`src/rtl/seven_seg_driver.sv`:
```
// Eight-digit multiplexed hex seven-segment driver with pending/shadow double buffering.
// Optional leading-zero blanking is compiled in with macro SEVSEG_LZB_EN.
module seven_seg_driver #(
  parameter int ACTIVE_LOW = 1
) (
  input  logic        clk,
  input  logic        reset,
  input  logic [2:0]  digit_sel,
  input  logic [31:0] data_in,
  input  logic [7:0]  dp_in,
  input  logic        load,
  output logic        busy,
  output logic [7:0]  anode,
  output logic [6:0]  cathode,
  output logic        dp
);

  localparam logic INV = (ACTIVE_LOW != 0);

  logic [2:0]  prev_sel;
  logic [31:0] pend_data, shadow_data, disp_data;
  logic [7:0]  pend_dp, shadow_dp, disp_dp;
  logic        commit;
  logic [3:0]  nibble;
  logic [7:0]  an_hi;
  logic [6:0]  seg_hi;
  logic        dp_hi;

  function automatic logic [6:0] hex7(input logic [3:0] n);
    case (n)
      4'h0: hex7 = 7'h3F;
      4'h1: hex7 = 7'h06;
      4'h2: hex7 = 7'h5B;
      4'h3: hex7 = 7'h4F;
      4'h4: hex7 = 7'h66;
      4'h5: hex7 = 7'h6D;
      4'h6: hex7 = 7'h7D;
      4'h7: hex7 = 7'h07;
      4'h8: hex7 = 7'h7F;
      4'h9: hex7 = 7'h6F;
      4'hA: hex7 = 7'h77;
      4'hB: hex7 = 7'h7C;
      4'hC: hex7 = 7'h39;
      4'hD: hex7 = 7'h5E;
      4'hE: hex7 = 7'h79;
      default: hex7 = 7'h71;
    endcase
  endfunction

  assign commit = busy && (prev_sel == 3'd7) && (digit_sel == 3'd0);

  // Decode from the value the shadow holds next cycle, so digit 0 of the
  // new frame already shows freshly committed data.
  assign disp_data = commit ? pend_data : shadow_data;
  assign disp_dp   = commit ? pend_dp   : shadow_dp;

`ifdef SEVSEG_LZB_EN
  logic [7:0] blank;
  logic       zero_above;

  always_comb begin
    blank      = '0;
    zero_above = 1'b1;
    for (int unsigned i = 7; i >= 1; i--) begin
      zero_above = zero_above && (disp_data[4*i +: 4] == 4'h0);
      blank[i]   = zero_above;
    end
  end
`endif

  always_comb begin
    nibble = disp_data[{digit_sel, 2'b00} +: 4];
    an_hi  = 8'd1 << digit_sel;
    seg_hi = hex7(nibble);
    dp_hi  = disp_dp[digit_sel];
`ifdef SEVSEG_LZB_EN
    if (blank[digit_sel]) begin
      seg_hi = '0;
      dp_hi  = 1'b0;
    end
`endif
  end

  always_ff @(posedge clk) begin
    if (reset) begin
      prev_sel    <= '0;
      pend_data   <= '0;
      pend_dp     <= '0;
      shadow_data <= '0;
      shadow_dp   <= '0;
      busy        <= 1'b0;
      anode       <= {8{INV}};
      cathode     <= {7{INV}};
      dp          <= INV;
    end else begin
      prev_sel <= digit_sel;
      if (commit) begin
        shadow_data <= pend_data;
        shadow_dp   <= pend_dp;
        busy        <= 1'b0;
      end else if (load && !busy) begin
        pend_data <= data_in;
        pend_dp   <= dp_in;
        busy      <= 1'b1;
      end
      anode   <= an_hi  ^ {8{INV}};
      cathode <= seg_hi ^ {7{INV}};
      dp      <= dp_hi  ^ INV;
    end
  end

endmodule

```
`config.mk`:
```
export PLATFORM = sky130hd
export DESIGN_NAME = seven_seg_driver
export DESIGN_NICKNAME = d
export VERILOG_FILES = /design/src/rtl/seven_seg_driver.sv
export SDC_FILE = /design/constraint.sdc
export NUM_CORES = 1
export LEC_CHECK = 0
export ABC_CLOCK_PERIOD_IN_PS = 2390
export BUFFER_PORTS_ARGS = -buffer_cell sky130_fd_sc_hd__buf_2
export CORE_ASPECT_RATIO = 0.7
export CORE_UTILIZATION = 52
export CTS_BUF_LIST = sky130_fd_sc_hd__clkbuf_8
export CTS_CLUSTER_DIAMETER = 80
export DETAILED_ROUTE_END_ITERATION = 10
export PLACE_DENSITY_LB_ADDON = 0.25
export SYNTH_ARGS = -nofsm -noshare
export SYNTH_HDL_FRONTEND = slang
export SYNTH_SLANG_ARGS = --single-unit
export TNS_END_PERCENT = 1
```
`constraint.sdc`:
```
create_clock -name clk -period 2.39 [get_ports clk]
set_input_delay 0.478 -clock clk [delete_from_list [all_inputs] [get_ports clk]]
set_output_delay 0.478 -clock clk [all_outputs]
set_load 0.02 [all_outputs]
```
==> run summary, run 1 <==
number of diodes = 0
NetSw = 846.8 uW
register area share after synthesis = 0.5117
sw frac = 0.2634
fin nets = 600
Fin. Hold Viols = 0
Comb power frac = 0.099
Worst-path clk slew = 0.11 ns
Max Cap Viol = 0
post-synthesis cell type count = 43
die area = 7881 um2
syn_nets = 529
Max-slew headroom = 0.5511
Syn Inst Count = 477
GPL Wtd Cong = 0.8310
Post-synth ARST share = 0
clk root buf = clkbuf_8
number of DRC markers in iteration 0 = 178
# rows = 26
vias in the first global route = 2952
ANT nets after route = 0
# IOs = 63
hpwl dp = 6.333 mm
dominant cell type by area after synthesis = dfxtp_1
Fill cells = 646
Num CTS Buffers = 9
CP Data Arrival Time = 2.42 ns
count leader, synth = nand2_1
area of placed instances = 4476 um2
CTS Hold Bufs = 0
leakage = 1.844 nW
Synth Register Bits = 100
wire per inst = 13.60 um
yosys warns = 0
worst setup margin = 0.2399 ns
maximum clock path buffer count = 2
synthesized area = 3913 um2
Final period util = 0.8996
DR pass1 iterations = 4
DRC Markers = 0
Initial Utilization = 0.5369
ranking of synthesized cells by area = dfxtp_1, nand2_1, a21oi_1, clkbuf_1, ha_1
die height = 74.58 um
Pint = 2.368 mW
Post-synth EDFFs = 0
Synth top area share = 0.5117
status = complete, no violations
Sequential Area = 2002 um2
sequential power share = 0.545
RSZ-0062 raised after global routing = no
Vias = 3412
Min-Delay Path Class = input port to flop
synthesized area per cell = 8.202 um2
Placed Cells incl. Taps = 635
H-Tree Depth = 3
Crit Path Max Fanout = 9
endpoints failing setup = 0
clock sinks = 100
Design Area, Final = 4687 um2
PostCTS Resize Cnt = 0
Clock Power Share = 0.357
total wire length = 8.856 mm
setup bufs post-CTS = 0
final worst path period need = 2.150 ns
CORE AREA = 7287 um2
initial antenna violation count = 0
Die W = 105.7 um
pre-CTS WS = -0.1067 ns
layout cells sized above 1 = 0.2278
GRT Overall Usage = 0.2350
largest net degree at the start of global routing = 59
CTS tree = done
skew final = 0.01532 ns
pwr dens = 685.8 nW/um2
area taken by multi-input logic gates = 1758 um2
Layout area overhead = 19.80%
critical path data required time = 2.66 ns
Tightest Pin Transition = 0.6702 ns
startpoint type of the worst setup path = flop
routed vias/inst = 5.241
VDD IR max = 358.3 uV
kind of critical path = flop to flop
Cell Count, Final, Fillers Out = 651
Top FF cell, synth = dfxtp_1
global-route wire length before repair = 14.11 mm
hold slack = 0.3209 ns
crit end category = flop
Remaining Overflow, GRT = 0
Fmax = 465.1 MHz
Skew-Pair Late Insertion Delay = 0.38 ns
Port-buffer cells = 62
commonest cells in the netlist = nand2_1, dfxtp_1, a21oi_1
max-slew violations = 0
## path summary, 6_finish.rpt
check,slack [ns],end,depth (start not counted),startpoint
setup / recovery,0.24,cathode[3]$_SDFF_PP1_,9,busy$_SDFFE_PP0P_
hold / removal,0.32,pend_data[31]$_SDFFE_PP0P_,3,data_in[31]
setup reg to reg,0.24,cathode[3]$_SDFF_PP1_,9,busy$_SDFFE_PP0P_
hold reg to reg,0.46,shadow_data[12]$_SDFF_PP0_,2,pend_data[12]$_SDFFE_PP0P_
## cell usage in the layout, fill, tap and decap left out, types with 2 or more instances in the layout
master and n:
inv_8 2, mux2i_1 4, buf_2 62, inv_6 3
mux2_2 3, nor2_1 10, o21ai_1 3, nand3_1 7
a221o_1 6, clkbuf_8 9, a31oi_1 5, o21ai_0 2
a221oi_2 2, mux2_4 2, nand2_1 172, a221oi_1 3
o211ai_1 3, ha_1 6, a21oi_1 80, dfxtp_1 100
inv_2 2, inv_1 8, buf_4 30, mux2_1 2
a211oi_1 2
## stage by stage
stage | TNS (ns) | power [mW] | utilization
2_1_floorplan | 0 | 1.983 | -
3_3_place_gp | -0.1175 | 2.097 | 0.6142
3_5_place_dp | -0.3048 | 2.106 | 0.6142
4_1_cts | 0 | 3.235 | 0.6432
5_1_grt | 0 | 3.334 | 0.6432
6_report | 0 | 3.214 | 0.6432
## sequential cells by signal (all words and copies together), names as in the netlist
name,cells
anode,8
shadow_data,32
busy,1
pend_dp,8
prev_sel,3
shadow_dp,8
cathode,7
dp,1
pend_data,32
## worst max-delay path: stages (launching register included)
cell and delay [ns]:
dfxtp_1 0.52, inv_2 0.12, nor3_4 0.24, nand2_1 0.10, a32oi_1 0.29, inv_1 0.14
ha_1 0.26, inv_1 0.09, o211ai_1 0.10, a21o_1 0.19
## kinds of logic after synthesis
kind of cell    count (synthesis)  share of synthesized area
compound gates                113                     0.1743
xor+xnor                        1                   0.002239
fa+ha+maj                       6                    0.01919
buf+inv                        43                    0.04669
flops                         100                     0.5117
mux                            12                    0.03614
simple gates                  202                     0.2098
## power by group through the flow
| stage | logic [mW] | registers, mW | clock network [mW] |
|---|---|---|---|
| floorplan | 0.180 | 1.80 | 0 |
| global placement | 0.309 | 1.79 | 0 |
| detailed placement | 0.316 | 1.79 | 0 |
| CTS | 0.317 | 1.75 | 1.17 |
| global route | 0.350 | 1.76 | 1.22 |
| finish | 0.317 | 1.75 | 1.15 |
## metal layers
metal	global-route usage	part of all wire	up-vias
met5	0	0	-
met1	0.3322	0.51	1587
met3	0.06836	0.053	5
met2	0.3551	0.43	80
met4	0.05864	0.0079	0
li1	-	-	1740
## cell type report
class | instances | area share
Sequential cell | 100 | 0.4271
Multi-Input combinational cell | 334 | 0.3751
Timing Repair Buffer | 93 | 0.1185
Clock buffer | 9 | 0.02643
Tap cell | 98 | 0.02616
Clock inverter | 7 | 0.01869
Inverter | 10 | 0.008009
Power figures use the tool's default switching activity.
==> run 2, diff against run 1 <==
--- a/config.mk
+++ b/config.mk
@@ -5,10 +5,11 @@
 export SDC_FILE = /design/constraint.sdc
 export NUM_CORES = 1
 export LEC_CHECK = 0
+export ABC_AREA = 1
 export ABC_CLOCK_PERIOD_IN_PS = 2390
 export BUFFER_PORTS_ARGS = -buffer_cell sky130_fd_sc_hd__buf_2
 export CORE_ASPECT_RATIO = 0.7
-export CORE_UTILIZATION = 52
+export CORE_UTILIZATION = 53
 export CTS_BUF_LIST = sky130_fd_sc_hd__clkbuf_8
 export CTS_CLUSTER_DIAMETER = 80
 export DETAILED_ROUTE_END_ITERATION = 10
==> run 2 against run 1 <==
Against the previous run: global-route usage grew 2.4 points; cell area grew 6.2%; core utilization grew 1.9 points; clock skew shrank 0.0050 ns; die area grew 6.0%; critical path type unchanged.
==> run summary, run 2 <==
syn_nets = 639
Final period util = 0.8899
Layout area overhead = 17.65%
layout cells sized above 1 = 0.1947
commonest cells in the netlist = nand2_1, nor2_1, dfxtp_1
NetSw = 871.0 uW
Tightest Pin Transition = 0.4514 ns
register area share after synthesis = 0.4731
# IOs = 63
die height = 76.76 um
ranking of synthesized cells by area = dfxtp_1, nand2_1, nor2_1, nand3_1, o21ai_0
Die W = 108.8 um
crit path max-delay cell type = dfxtp_1
skew final = 0.01027 ns
GRT Overall Usage = 0.2585
Remaining Overflow, GRT = 0
hpwl dp = 7.146 mm
Worst-path clk slew = 0.10 ns
Max-slew headroom = 0.6991
initial antenna violation count = 0
startpoint type of the worst setup path = flop
Fill cells = 648
Fin. Hold Viols = 0
Pint = 2.266 mW
Design Area, Final = 4979 um2
Clock Power Share = 0.322
worst setup margin = 0.2632 ns
Num CTS Buffers = 9
DR pass1 iterations = 5
kind of critical path = flop to flop
Port-buffer cells = 62
max-slew violations = 0
die area = 8351 um2
slowest stage delay, CP = 0.34 ns
routed vias/inst = 4.997
GPL Wtd Cong = 0.8590
total wire length = 9.865 mm
met2 usage = 0.3848
H-Tree Depth = 3
critical-path cell list = nand2_1, nor2_8, buf_4, nand3b_1, nand3_1, nand2_1, nor2_1, nand2_1, nand2_2, inv_1, ha_1, nand3_1, nand2_1, nand2_1, nand3_1
fin nets = 720
number of DRC markers in iteration 0 = 276
Synth Register Bits = 100
CTS tree = done
Crit Path Max Fanout = 9
r2r endpoint = cathode[5]$_SDFF_PP1_
sw frac = 0.2776
clk root buf = clkbuf_8
RSZ-0062 raised after global routing = no
Min-Delay Path Class = input port to flop
CTS Hold Bufs = 0
most frequent cells in the layout = nand2_1, nor2_1, dfxtp_1, nand3_1, buf_2
Post-synth EDFFs = 0
biggest regs = pend_data: 32 flops, shadow_data: 32 flops
VDD IR max = 342.9 uV
Worst R2R Path Depth = 15
area of placed instances = 4786 um2
endpoints failing setup = 0
R2R Setup Slk = 0.26 ns
critical path data required time = 2.64 ns
Syn Inst Count = 587
sequential power share = 0.565
maximum clock path buffer count = 2
Top FF cell, synth = dfxtp_1
crit end category = flop
pre-CTS WS = -0.03915 ns
leakage = 2.346 nW
post-synthesis cell type count = 26
Fmax = 470.2 MHz
largest net degree at the start of global routing = 47
synthesized area per cell = 7.209 um2
global-route wire length before repair = 16.70 mm
Vias = 3853
DRC Markers = 0
Comb power frac = 0.113
global routing usage on met3 = 0.05952
yosys warns = 0
Max Cap Viol = 0
CORE AREA = 7515 um2
synthesized area = 4232 um2
final worst path period need = 2.127 ns
pwr dens = 630.1 nW/um2
dominant cell type by area after synthesis = dfxtp_1
status = complete, no violations
ANT nets after route = 0
hold path cells = 3
M1 GR Usage = 0.3682
Skew-Pair Late Insertion Delay = 0.37 ns
wire per inst = 12.80 um
vias in the first global route = 3506
most numerous cell on the critical path = nand2_1
Initial Utilization = 0.5631
Synth top area share = 0.4731
min-delay src = data_in[28]
# rows = 26
CP Data Arrival Time = 2.38 ns
Post-synth ARST share = 0
number of diodes = 0
Worst Hold Path EP = pend_data[28]$_SDFFE_PP0P_
busiest grt layer = met2
RR Startpoint = prev_sel[0]$_SDFF_PP0_
clock sinks = 100
run 2: how the worst max path moves through the flow:
stage          slack, ns  depth (start not counted)                    from                    end
5_1_grt             0.05                         14  prev_sel[0]$_SDFF_PP0_  cathode[0]$_SDFF_PP1_
3_3_place_gp        0.03                         16            digit_sel[2]  cathode[5]$_SDFF_PP1_
2_1_floorplan       0.17                         17            digit_sel[1]  cathode[1]$_SDFF_PP1_
6_report            0.26                         15  prev_sel[0]$_SDFF_PP0_  cathode[5]$_SDFF_PP1_
4_1_cts             0.13                         14       busy$_SDFFE_PP0P_  cathode[5]$_SDFF_PP1_
3_5_place_dp       -0.04                         16            digit_sel[1]  cathode[5]$_SDFF_PP1_
run 2: final cells by class:
type                            instances  area (um2)  area share
Sequential cell                       100        2003      0.4024
Multi-Input combinational cell        395        1864      0.3745
Timing Repair Buffer                   94       550.5      0.1106
Inverter                               68       255.2     0.05127
Clock buffer                            9       123.9     0.02488
Tap cell                               98       122.6     0.02463
Clock inverter                          7       58.81     0.01181
run 2: per-layer routing:
layer	vias up	share of wire	wire length (um)
li1	2012	-	-
met1	1710	0.49	4800
met2	118	0.44	4316
met3	13	0.063	623
met4	0	0.013	125
met5	-	0	0
run 2: logic make-up after synthesis:
family / synth area share
compound gates: 0.1002
fa+ha+maj: 0.01774
buf+inv: 0.08841
flops: 0.4731
mux: 0.002366
simple gates: 0.3182
run 2: critical path, delay by kind of cell (launching register included):
kind	cells	cell delay [ns]
adders and majority gates	1	0.20
and+or+nand+nor	12	1.18
buffers and inverters	2	0.28
DFF	1	0.34
run 2: stage by stage:
stage	TNS [ns]	power [mW]	util	hold slack [ns]	instances
2_1_floorplan	0	2.014	-	0.4297	587
3_3_place_gp	0	2.149	0.6369	0.4447	755
3_5_place_dp	-0.1240	2.159	0.6369	0.4493	755
4_1_cts	0	3.158	0.6612	0.3065	771
5_1_grt	0	3.300	0.6625	0.3045	771
6_report	0	3.137	0.6625	0.3151	771
run 2: power by group through the flow:
| stage | combinational (mW) | clock [mW] | sequential [mW] |
|---|---|---|---|
| final | 0.354 | 1.01 | 1.77 |
| after global routing | 0.401 | 1.12 | 1.78 |
| after CTS | 0.352 | 1.04 | 1.77 |
| after detailed placement | 0.349 | 0 | 1.81 |
| after global placement | 0.340 | 0 | 1.81 |
| after floorplan | 0.193 | 0 | 1.82 |
run 2: repair_timing:
action	CTS	global route
endpoints found under the setup margin	0	7
setup buffers	0	0
gates resized for setup	0	3
